$ cat src/rtl/down_counter_6bit.sv
// 6-bit loadable down counter with IDLE/RUN/DONE control and manual single-step decrement.
// Define DOWN_COUNTER_SATURATE_EN to make a manual decrement at zero saturate instead of wrapping to 63.
module down_counter_6bit (
   input  logic       clk,
   input  logic       rst_n,
   input  logic       start,
   input  logic [5:0] start_val,
   input  logic       hold,
   input  logic       dec,
   output logic [5:0] count,
   output logic       busy,
   output logic       done,
   output logic       zero,
   output logic       borrow
);

   typedef enum logic [1:0] {
      ST_IDLE = 2'd0,
      ST_RUN  = 2'd1,
      ST_DONE = 2'd2
   } state_t;

`ifdef DOWN_COUNTER_SATURATE_EN
   localparam logic [5:0] UNDERFLOW_VAL = 6'd0;
`else
   localparam logic [5:0] UNDERFLOW_VAL = 6'd63;
`endif

   state_t     state_q, state_d;
   logic [5:0] count_q, count_d;
   logic       borrow_q, borrow_d;

   function automatic logic [5:0] dec6(input logic [5:0] v);
      return v - 6'd1;
   endfunction

   // next-state and next-count decode
   always_comb begin
      state_d  = state_q;
      count_d  = count_q;
      borrow_d = 1'b0;
      case (state_q)
         ST_IDLE: begin
            if (start) begin
               count_d = start_val;
               state_d = ST_RUN;
            end else if (dec) begin
               if (count_q != 6'd0) begin
                  count_d = dec6(count_q);
               end else begin
                  count_d  = UNDERFLOW_VAL;
                  borrow_d = 1'b1;
               end
            end else begin
               count_d = count_q;
            end
         end
         ST_RUN: begin
            // a zero start value still spends one cycle in RUN before DONE
            if (hold) begin
               count_d = count_q;
            end else if (count_q <= 6'd1) begin
               count_d = 6'd0;
               state_d = ST_DONE;
            end else begin
               count_d = dec6(count_q);
            end
         end
         ST_DONE: begin
            count_d = 6'd0;
            state_d = ST_IDLE;
         end
         default: begin
            count_d = 6'd0;
            state_d = ST_IDLE;
         end
      endcase
   end

   // state, count and borrow registers
   always_ff @(posedge clk or negedge rst_n) begin
      if (!rst_n) begin
         state_q  <= ST_IDLE;
         count_q  <= 6'd0;
         borrow_q <= 1'b0;
      end else begin
         state_q  <= state_d;
         count_q  <= count_d;
         borrow_q <= borrow_d;
      end
   end

   assign count  = count_q;
   assign busy   = (state_q == ST_RUN);
   assign done   = (state_q == ST_DONE);
   assign zero   = (count_q == 6'd0);
   assign borrow = borrow_q;

endmodule

$ cat config.mk
export PLATFORM = sky130hd
export DESIGN_NAME = down_counter_6bit
export DESIGN_NICKNAME = d
export VERILOG_FILES = /design/src/rtl/down_counter_6bit.sv
export SDC_FILE = /design/constraint.sdc
export NUM_CORES = 1
export LEC_CHECK = 0
export BUFFER_PORTS_ARGS = -buffer_cell sky130_fd_sc_hd__buf_2
export CAP_MARGIN = 10
export CORE_MARGIN = 3
export CORE_UTILIZATION = 48
export DETAILED_ROUTE_END_ITERATION = 16
export GPL_TIMING_DRIVEN = 0
export PLACE_DENSITY = 0.82
export SETUP_SLACK_MARGIN = 0.5
export SLEW_MARGIN = 20
export SYNTH_ARGS = -nofsm -noshare
export SYNTH_HDL_FRONTEND = slang
export SYNTH_SLANG_ARGS = --single-unit
$ cat constraint.sdc
create_clock -name clk -period 2.23 [get_ports clk]
set_clock_uncertainty 0.05 [all_clocks]
set_input_delay 0.223 -clock clk [delete_from_list [all_inputs] [get_ports clk]]
set_output_delay 0.223 -clock clk [all_outputs]
set_load 0.02 [all_outputs]
; ---- Word-level counts from Yosys, hierarchy flattened
; Index checks and enable logic that the tools add are counted.
[op_classes]
n_lt_le_gt_ge = 1
eq_ne = 6
addsub = 1
mux = 14
n_reduce_logical = 5
[ops]
columns = op, n
row1 = $mux W6, 5
row2 = $pmux W6 S2, 1
row3 = $le A6 B1 Y1 const B, 1
row4 = $logic_not A6 Y1, 1
row5 = $mux W2, 3
row6 = $reduce_bool A6 Y1, 1
row7 = $sub A6 B1 Y6 const B, 1
row8 = $mux W1, 4
row9 = $ne A2 B2 Y1 const B, 2
row10 = $pmux W2 S2, 1
row11 = $ne A3 B3 Y1 const B, 1
row12 = $reduce_and A3 Y1, 1
row13 = $eq A2 B1 Y1 const B, 1
row14 = $eq A2 B2 Y1 const B, 1
row15 = $logic_not A2 Y1, 1
row16 = $ne A2 B1 Y1 const B, 1
row17 = $reduce_and A2 Y1, 1
[word_totals]
input_bits = 11
word_cells = 30
output_inout_bits = 10
register_bits = 9

; ---- Logic depth before layout (Yosys ltp)
; Gate-level depths: netlist (run 1).
[logic_depth]
word_depth = 5
ltp_mapped = 6
depth_no_buf = 6

; ---- Worst setup path before layout (run 1)
; OpenSTA, ideal clock, no wires.
[synth_path]
kind = register to register
startpoint = register count_q[0] (netlist: count[0])
endpoint = register count_q[5] (netlist: count[5])
path_stages_with_launch = 7
path_buffers = 0
required_time_ns = 2.053
synth_period_minus_slack_ns = 1.785
setup_slack_ns = 0.445
setup_time_ns = 0.127
t_arrival_ns = 1.608
path_cell_list = dfrtp_1 > inv_1 > ha_1 > o21bai_1 > a31oi_1 > a41oi_1 > a221o_2
[synth_between]
elab_chain_len = 5
elab_cells_between_ends = 9
cone_classes = add/sub (1) / order compare (1) / mux (6) / reduce/logical (1)
[synth_lines]
columns = item, line_no
row1 = "start, declared", 30  ; logic [5:0] count_q, count_d;
row2 = "start signal, assigned", 88  ; count_q <= count_d;
row3 = $sub A6 B1 Y6 or $reduce_bool A6 Y1 (tied branches), "34, 48"
row4 = $mux W6, 48  ; if (count_q != 6'd0) begin
row5 = $mux W6, 47  ; end else if (dec) begin
row6 = $mux W6, 44  ; if (start) begin
row7 = $pmux W6 S2 *, 42  ; case (state_q)
; Every way passes the cells marked *; elsewhere a longest branch is shown, timed or not. The select of a mux whose other input is x is not followed.
; A chain may end at the register's enable or synchronous reset.

; ---- Final worst setup path (run 1)
; Same ends and word-level chain as after synthesis.

==> PnR_summary.wiki, run 1 <==
{| class="wikitable"
! Metric !! Value
|-
| Hold Crit Class || in2reg
|-
| Data required time of the worst path || 2330 ps
|-
| Post-route minimum period || 1749 ps
|-
| Type of the worst setup path || reg2reg
|-
| Die width || 42.61 um
|-
| Unique masters post-synth || 35
|-
| VDD IR-drop max || 0.0007611 V
|-
| Leakage power summed over all cells || 0.4167 nW
|-
| Destination of the worst hold path || count[2]$_DFFE_PN0P_
|-
| DR pass1 iterations || 6
|-
| Hold wc startpoint || start_val[2]
|-
| Wire length of the first global-routing pass || 2711 um
|-
| Final number of setup-violating endpoints || 0
|-
| Placer congestion estimate || 0.8938
|-
| DRC errors left || 0
|-
| Area share of the largest cell type after synthesis || 0.3502
|-
| Largest fanout on the critical path || 7
|-
| Clock transition at the register clock pins on the worst setup and hold paths after CTS || 60 ps
|-
| Final-stage net count || 118
|-
| Inserted Clock Buffers || 3
|-
| Number of antenna violations at the first check in global routing || 0
|-
| Worst-case setup margin in the final layout || 480.8 ps
|-
| Worst skew pair latency || 260 ps
|-
| Capturing element type of the critical path || flop
|-
| Setup repair after global routing missed its margin || true
|-
| Cell type contributing the most total cell area after synthesis || sky130_fd_sc_hd__dfrtp_1
|-
| Total Neg Setup Slack || 0 ps
|-
| Max Fclk || 571.7 MHz
|-
| Count of cells along the worst hold path || 3
|-
| CTS sink cnt || 9
|-
| Power density of the placed cells || 1533 nW/um2
|-
| Status || complete, no violations
|-
| Seq/Total Area, Yosys || 0.3502
|-
| Post-layout instance area || 880.8 um2
|-
| Residual antenna-violating net count after detailed routing || 0
|-
| Detailed Route Iter0 Violations || 35
|-
| Kind of start point of the critical path || flop
|-
| Worst flop-to-flop path startpoint || count[0]$_DFFE_PN0P_
|-
| Final design utilization || 0.7426
|-
| Ports placed on the boundary || 21
|-
| Worst max-slew margin expressed relative to the limit || 0.7463
|-
| Final cycle utilization of the critical path || 0.7844
|-
| Most common cell after layout, fill and taps aside || sky130_fd_sc_hd__buf_2
|-
| Smallest hold slack || 202.0 ps
|-
| Crit Reg-Reg Endpoint || count[5]$_DFFE_PN0P_
|-
| Via density || 6.161
|-
| Gate Count Post-Synth || 74
|-
| Clock root buffer || sky130_fd_sc_hd__clkbuf_4
|-
| Core ar. || 1186 um2
|-
| Post-place setup slack || 478.5 ps
|-
| Synth warn || 0
|-
| Vias in the first global route || 618
|-
| Startpoint of the worst setup timing path || count[0]$_DFFE_PN0P_
|-
| Initial core utilization || 0.5422
|-
| Instance area at placement || 763.2 um2
|-
| Arrival time worst endpoint || 1850 ps
|-
| TritonCTS clock tree || done
|-
| Final Hold Viols || 0
|-
| Avg Cell Area, Syn || 8.691 um2
|-
| Routed wire per std cell || 15.70 um
|-
| Slew at the pin closest to its max-slew limit || 380.6 ps
|-
| Flops & latches, synth || 9
|-
| Post-synthesis cell area || 643.1 um2
|-
| Die area || 1815 um2
|-
| Die boundary height || 42.61 um
|-
| Total overflow reported by the global router || 0
|-
| Via count || 727
|-
| Aggregate routed wire length || 1853 um
|-
| Worst-case register-to-register setup slack || 480 ps
|-
| Global-route total usage across every layer || 0.1988
|-
| Top cells by area, synth || sky130_fd_sc_hd__dfrtp_1 35%, sky130_fd_sc_hd__a21oi_1 4.7%, sky130_fd_sc_hd__ha_1 3.9%
|-
| Number of buffers added on ports || 20
|-
| Row count || 12
|-
| Maximum Capacitance Violations || 0
|-
| Number of antenna repair diodes || 0
|-
| Max Root-Sink Buffers || 2
|-
| Final Max Tran Viols || 0
|-
| Number of nets produced by synthesis || 87
|-
| Layout overhead on the synthesized area || 36.96%
|-
| Half-perimeter wire length of the detailed placement result || 1179 um
|-
| Worst-case reg-to-reg path depth || 6
|-
| Largest net degree at the start of global routing || 11
|-
| Layout cells sized above 1 || 0.4231
|-
| Number of H-tree levels || 1
|}
==> Yosys cell counts <==
library cell	number
sky130_fd_sc_hd__clkbuf_1	2
sky130_fd_sc_hd__or3_1	1
sky130_fd_sc_hd__o211ai_1	1
sky130_fd_sc_hd__or3b_1	1
sky130_fd_sc_hd__xor2_1	1
sky130_fd_sc_hd__a31oi_1	2
sky130_fd_sc_hd__and2_4	1
sky130_fd_sc_hd__and3_1	3
sky130_fd_sc_hd__a41oi_1	1
sky130_fd_sc_hd__inv_1	5
sky130_fd_sc_hd__o21bai_1	1
sky130_fd_sc_hd__nand3_2	1
sky130_fd_sc_hd__and2_2	1
sky130_fd_sc_hd__and4b_1	1
sky130_fd_sc_hd__or2_2	1
sky130_fd_sc_hd__dfrtp_1	9
sky130_fd_sc_hd__nor4_4	1
sky130_fd_sc_hd__a21oi_1	6
sky130_fd_sc_hd__o21ai_0	4
sky130_fd_sc_hd__nand2b_1	1
sky130_fd_sc_hd__nor3b_1	1
sky130_fd_sc_hd__ha_1	2
sky130_fd_sc_hd__a221o_1	2
sky130_fd_sc_hd__nor3_1	5
sky130_fd_sc_hd__a32oi_1	2
sky130_fd_sc_hd__nand2_1	5
sky130_fd_sc_hd__nand4b_1	1
sky130_fd_sc_hd__nand3_1	1
sky130_fd_sc_hd__nor2_1	5
sky130_fd_sc_hd__a22o_1	1
sky130_fd_sc_hd__xnor2_1	1
sky130_fd_sc_hd__nor2b_1	1
sky130_fd_sc_hd__nand4_1	1
sky130_fd_sc_hd__buf_2	1
sky130_fd_sc_hd__a221o_2	1
==> critical path: stages (launching register included) <==
cell and delay [ps]:
sky130_fd_sc_hd__dfrtp_2 440, sky130_fd_sc_hd__inv_2 80, sky130_fd_sc_hd__ha_4 190, sky130_fd_sc_hd__o21bai_1 180, sky130_fd_sc_hd__a31oi_1 240, sky130_fd_sc_hd__a41oi_1 90
sky130_fd_sc_hd__a221o_2 360
==> through the flow <==
stage,power (mW),instances
5_1_grt,1.430,118
3_5_place_dp,1.006,108
2_1_floorplan,0.8283,74
4_1_cts,1.156,114
3_3_place_gp,0.9835,108
6_report,1.350,118
==> kinds of logic (layout without fill, tap and decap cells) <==
| family | after synthesis | after routing | share of synthesized area |
|---|---|---|---|
| compound gates | 21 | 21 | 0.2238 |
| xor+xnor | 2 | 2 | 0.02724 |
| fa+ha+maj | 2 | 2 | 0.03890 |
| buf+inv | 8 | 38 | 0.04864 |
| flops | 9 | 9 | 0.3502 |
| simple gates | 32 | 32 | 0.3113 |
==> what timing repair did <==
item | 4_1_cts | 5_1_grt
cloned | 0 | 0
gates resized for setup | 1 | 9
pin swaps | 1 | 4
hold endpoints to repair | 9 | 0
buffers inserted | 1 | 4
setup endpoints to repair | 4 | 7
hold buffers | 1 | 0
==> registers in the layout, indices dropped and copies added (netlist names) <==
name,cells
count,6
state_q,2
borrow,1
==> report_power, final <==
part	leakage, nW	internal (mW)	switching (mW)
Sequential	0.109	0.232	0.107
Combinational	0.293	0.408	0.475
Clock	0.0150	0.0691	0.0595
Total	0.417	0.709	0.642
==> layer usage <==
metal | up-vias | part of all wire | global-route usage
met5 | - | 0 | 0
met4 | 0 | 0.022 | 0.1304
li1 | 338 | - | -
met2 | 50 | 0.50 | 0.3131
met3 | 6 | 0.088 | 0.03433
met1 | 333 | 0.39 | 0.2448
==> worst max path at each step <==
stage	endpoint	slack, ps	cells past startpoint
detailed placement	count[5]$_DFFE_PN0P_	480	6
CTS	zero	480	3
global placement	count[1]$_DFFE_PN0P_	510	6
global route	count[5]$_DFFE_PN0P_	430	6
floorplan	count[5]$_DFFE_PN0P_	540	6
finish	count[5]$_DFFE_PN0P_	480	6
==> area by class of cell <==
| type | instances | area (um2) |
|---|---|---|
| Inverter | 5 | 21.27 |
| Fill cell | 83 | 305.3 |
| Multi-Input combinational cell | 57 | 412.9 |
| Timing Repair Buffer | 26 | 160.2 |
| Buffer | 3 | 12.51 |
| Sequential cell | 9 | 230.2 |
| Tap cell | 14 | 17.52 |
| Clock buffer | 4 | 26.28 |
No activity file was read; power rests on OpenSTA's default activity.
==> run 2, diff against run 1 <==
==> constraint.sdc (replaced) <==
create_clock -name clk -period 1.77 [get_ports clk]
set_clock_uncertainty 0.05 [all_clocks]
set_input_delay 0.177 -clock clk [delete_from_list [all_inputs] [get_ports clk]]
set_output_delay 0.177 -clock clk [all_outputs]
set_load 0.02 [all_outputs]
==> PnR_summary.wiki, run 2 (same netlist as run 1, synthesis figures left out) <==
{| class="wikitable"
! Metric !! Value
|-
| DRC errors left || 0 (unchanged)
|-
| Wire length of the first global-routing pass || 2953 um (+8.9%)
|-
| Total overflow reported by the global router || 0 (unchanged)
|-
| Number of antenna repair diodes || 0 (unchanged)
|-
| Die width || 42.61 um (unchanged)
|-
| Crit Reg-Reg Endpoint || count[0]$_DFFE_PN0P_
|-
| Final Max Tran Viols || 0 (unchanged)
|-
| Die area || 1815 um2 (unchanged)
|-
| Setup repair after global routing missed its margin || true
|-
| Worst skew pair latency || 260 ps (about the same)
|-
| Total buffers and inverters traversed by the critical path || 1 (unchanged)
|-
| Residual antenna-violating net count after detailed routing || 0 (unchanged)
|-
| Most used cells in the layout excluding fill and tap cells || 18 x sky130_fd_sc_hd__buf_2, 14 x sky130_fd_sc_hd__buf_4, 7 x sky130_fd_sc_hd__dfrtp_2
|-
| Final design utilization || 0.8935 (+0.1508)
|-
| Final Hold Viols || 0 (unchanged)
|-
| Number of buffers added on ports || 20 (unchanged)
|-
| Post-place setup slack || 69.40 ps (-409.1 ps)
|-
| Placer congestion estimate || 0.8715 (-2.5%)
|-
| Worst max-slew margin expressed relative to the limit || 0.7476 (+0.001282)
|-
| Row count || 12 (unchanged)
|-
| Last element of the critical path || count[0]$_DFFE_PN0P_
|-
| Type of the worst setup path || reg2reg
|-
| Kind of start point of the critical path || flop
|-
| Fill count || 55 (-34%)
|-
| Critical path cell sequence || inv_2, ha_4, or2_4, nand3_2, and2_4, a221o_1
|-
| Smallest hold slack || 179.2 ps (-22.89 ps)
|-
| Worst-case setup margin in the final layout || 123.5 ps (-357.3 ps)
|-
| Max Fclk || 607.3 MHz (+6.2%)
|-
| GRT busiest layer || met2
|-
| Power density of the placed cells || 2003 nW/um2 (+31%)
|-
| Status || complete, no violations
|-
| Vias in the first global route || 666 (+7.8%)
|-
| Via count || 828 (+14%)
|-
| Die boundary height || 42.61 um (unchanged)
|-
| Largest net degree at the start of global routing || 11 (unchanged)
|-
| Crit path largest cell delay || 430 ps (about the same)
|-
| CTS sink cnt || 9 (unchanged)
|-
| Met2 usage in global routing || 0.3343 (+0.02128)
|-
| Worst-case register-to-register setup slack || 120 ps (-360 ps)
|-
| Largest fanout on the critical path || 8 (+1)
|-
| VDD IR-drop max || 0.001106 V (+45%)
|-
| Multi-input combinational cell area || 490.5 um2 (+19%)
|-
| Worst flop-to-flop path startpoint || count[0]$_DFFE_PN0P_
|-
| Ports placed on the boundary || 21 (unchanged)
|-
| Final number of setup-violating endpoints || 0 (unchanged)
|-
| Number of H-tree levels || 1 (unchanged)
|-
| Clock root buffer || sky130_fd_sc_hd__clkbuf_4
|-
| DR pass1 iterations || 5 (-1)
|-
| Half-perimeter wire length of the detailed placement result || 1110 um (-5.9%)
|-
| Aggregate routed wire length || 2319 um (+25%)
|-
| Slew at the pin closest to its max-slew limit || 378.7 ps (-1.924 ps)
|-
| Startpoint of the worst setup timing path || count[0]$_DFFE_PN0P_
|-
| Worst-case reg-to-reg path depth || 6 (unchanged)
|-
| Largest delay share family, worst path || simple AND/OR/NAND/NOR gates
|-
| Slowest stage cell on the critical path || sky130_fd_sc_hd__dfrtp_2
|-
| Core ar. || 1186 um2 (unchanged)
|-
| Max Root-Sink Buffers || 2 (unchanged)
|-
| Most common cell after layout, fill and taps aside || sky130_fd_sc_hd__buf_2
|-
| Detailed Route Iter0 Violations || 68 (+94%)
|-
| Flip-flop and latch area || 234.0 um2 (+1.6%)
|-
| Global-route total usage across every layer || 0.2143 (+0.01552)
|-
| Final cycle utilization of the critical path || 0.9302 (+0.1459)
|-
| Hold Crit Class || in2reg
|-
| Post-route minimum period || 1647 ps (-102.7 ps)
|-
| Leakage power summed over all cells || 0.4844 nW (+16%)
|-
| Layout overhead on the synthesized area || 64.79%
|-
| Routed wire per std cell || 18.12 um (+15%)
|-
| Capturing element type of the critical path || flop
|-
| Inserted Clock Buffers || 3 (unchanged)
|-
| Total Neg Setup Slack || 0 ps (unchanged)
|-
| Initial core utilization || 0.5422 (unchanged)
|-
| Flip-flop count of the largest register, all copies and words added || 6 (unchanged)
|-
| Met3 demand-to-capacity share in global routing || 0.02575 (-0.008584)
|-
| Met1 Resource Use GR || 0.2940 (+0.04917)
|-
| Via density || 6.469 (+5.0%)
|-
| Layout cells sized above 1 || 0.5877 (+0.1646)
|-
| Arrival time worst endpoint || 1730 ps (-120 ps)
|-
| Number of antenna violations at the first check in global routing || 0 (unchanged)
|-
| Data required time of the worst path || 1850 ps (-480 ps)
|-
| Cell depth of the worst setup path || 6 (unchanged)
|-
| Clock transition at the register clock pins on the worst setup and hold paths after CTS || 70 ps (about the same)
|-
| Final-stage net count || 128 (+8.5%)
|-
| Maximum Capacitance Violations || 0 (unchanged)
|-
| TritonCTS clock tree || done
|}
==> run 2: cell count changes in the layout (fill, tap and decap cells not counted), sizes merged <==
| cell | previous run | this run |
|---|---|---|
| buf | 26 | 36 |
==> run 2: final cells by class <==
| cell class | count | share of cell area |
|---|---|---|
| Inverter | 5 | 0.02243 |
| Timing Repair Buffer | 36 | 0.2255 |
| Multi-Input combinational cell | 57 | 0.4628 |
| Tap cell | 14 | 0.01653 |
| Buffer | 3 | 0.02715 |
| Sequential cell | 9 | 0.2208 |
| Clock buffer | 4 | 0.02479 |
==> run 2: through the flow <==
step	cells	area, um2	power, mW
4_1_cts	122	930.9	1.697
5_1_grt	128	1060	2.260
6_report	128	1060	2.122
3_3_place_gp	108	787.0	1.308
2_1_floorplan	74	669.4	1.102
3_5_place_dp	108	787.0	1.325
==> run 2: worst min path at each step <==
stage	from	to	slack, ps	cells past startpoint
4_1_cts	start_val[2]	count[2]$_DFFE_PN0P_	160	3
5_1_grt	start_val[2]	count[2]$_DFFE_PN0P_	210	3
3_3_place_gp	rst_n	state_q[0]$_DFFE_PN0P_	-20	1
2_1_floorplan	rst_n	borrow$_DFF_PN0_	-170	0
6_report	dec	borrow$_DFF_PN0_	180	3
3_5_place_dp	rst_n	state_q[0]$_DFFE_PN0P_	-20	1
==> run 2: timing repair <==
| action | 4_1_cts | 5_1_grt |
|---|---|---|
| buffers inserted | 8 | 6 |
| gates resized for setup | 15 | 19 |
| hold buffers | 1 | 0 |
| endpoints found under the setup margin | 12 | 12 |
| endpoints found under the hold margin | 9 | 0 |
| cloned | 1 | 0 |
| pin swaps | 8 | 14 |
==> run 2: worst min-delay path, delay by kind of cell <==
kind | cells | cell delay [ps]
buffers and inverters | 2 | 190
and+or+nand+nor | 1 | 70
==> run 2: where the power goes <==
part | internal, mW | total [mW] | switching [mW] | leakage [nW]
registers | 0.298 | 0.403 | 0.105 | 0.105
logic | 0.765 | 1.56 | 0.794 | 0.364
clock network | 0.0869 | 0.161 | 0.0739 | 0.0150
==> run 2: metal layers <==
metal / share of wire / vias to the layer above
met4: 0.049 / 0
li1: - / 356
met2: 0.48 / 65
met1: 0.39 / 390
met5: 0 / -
met3: 0.081 / 17
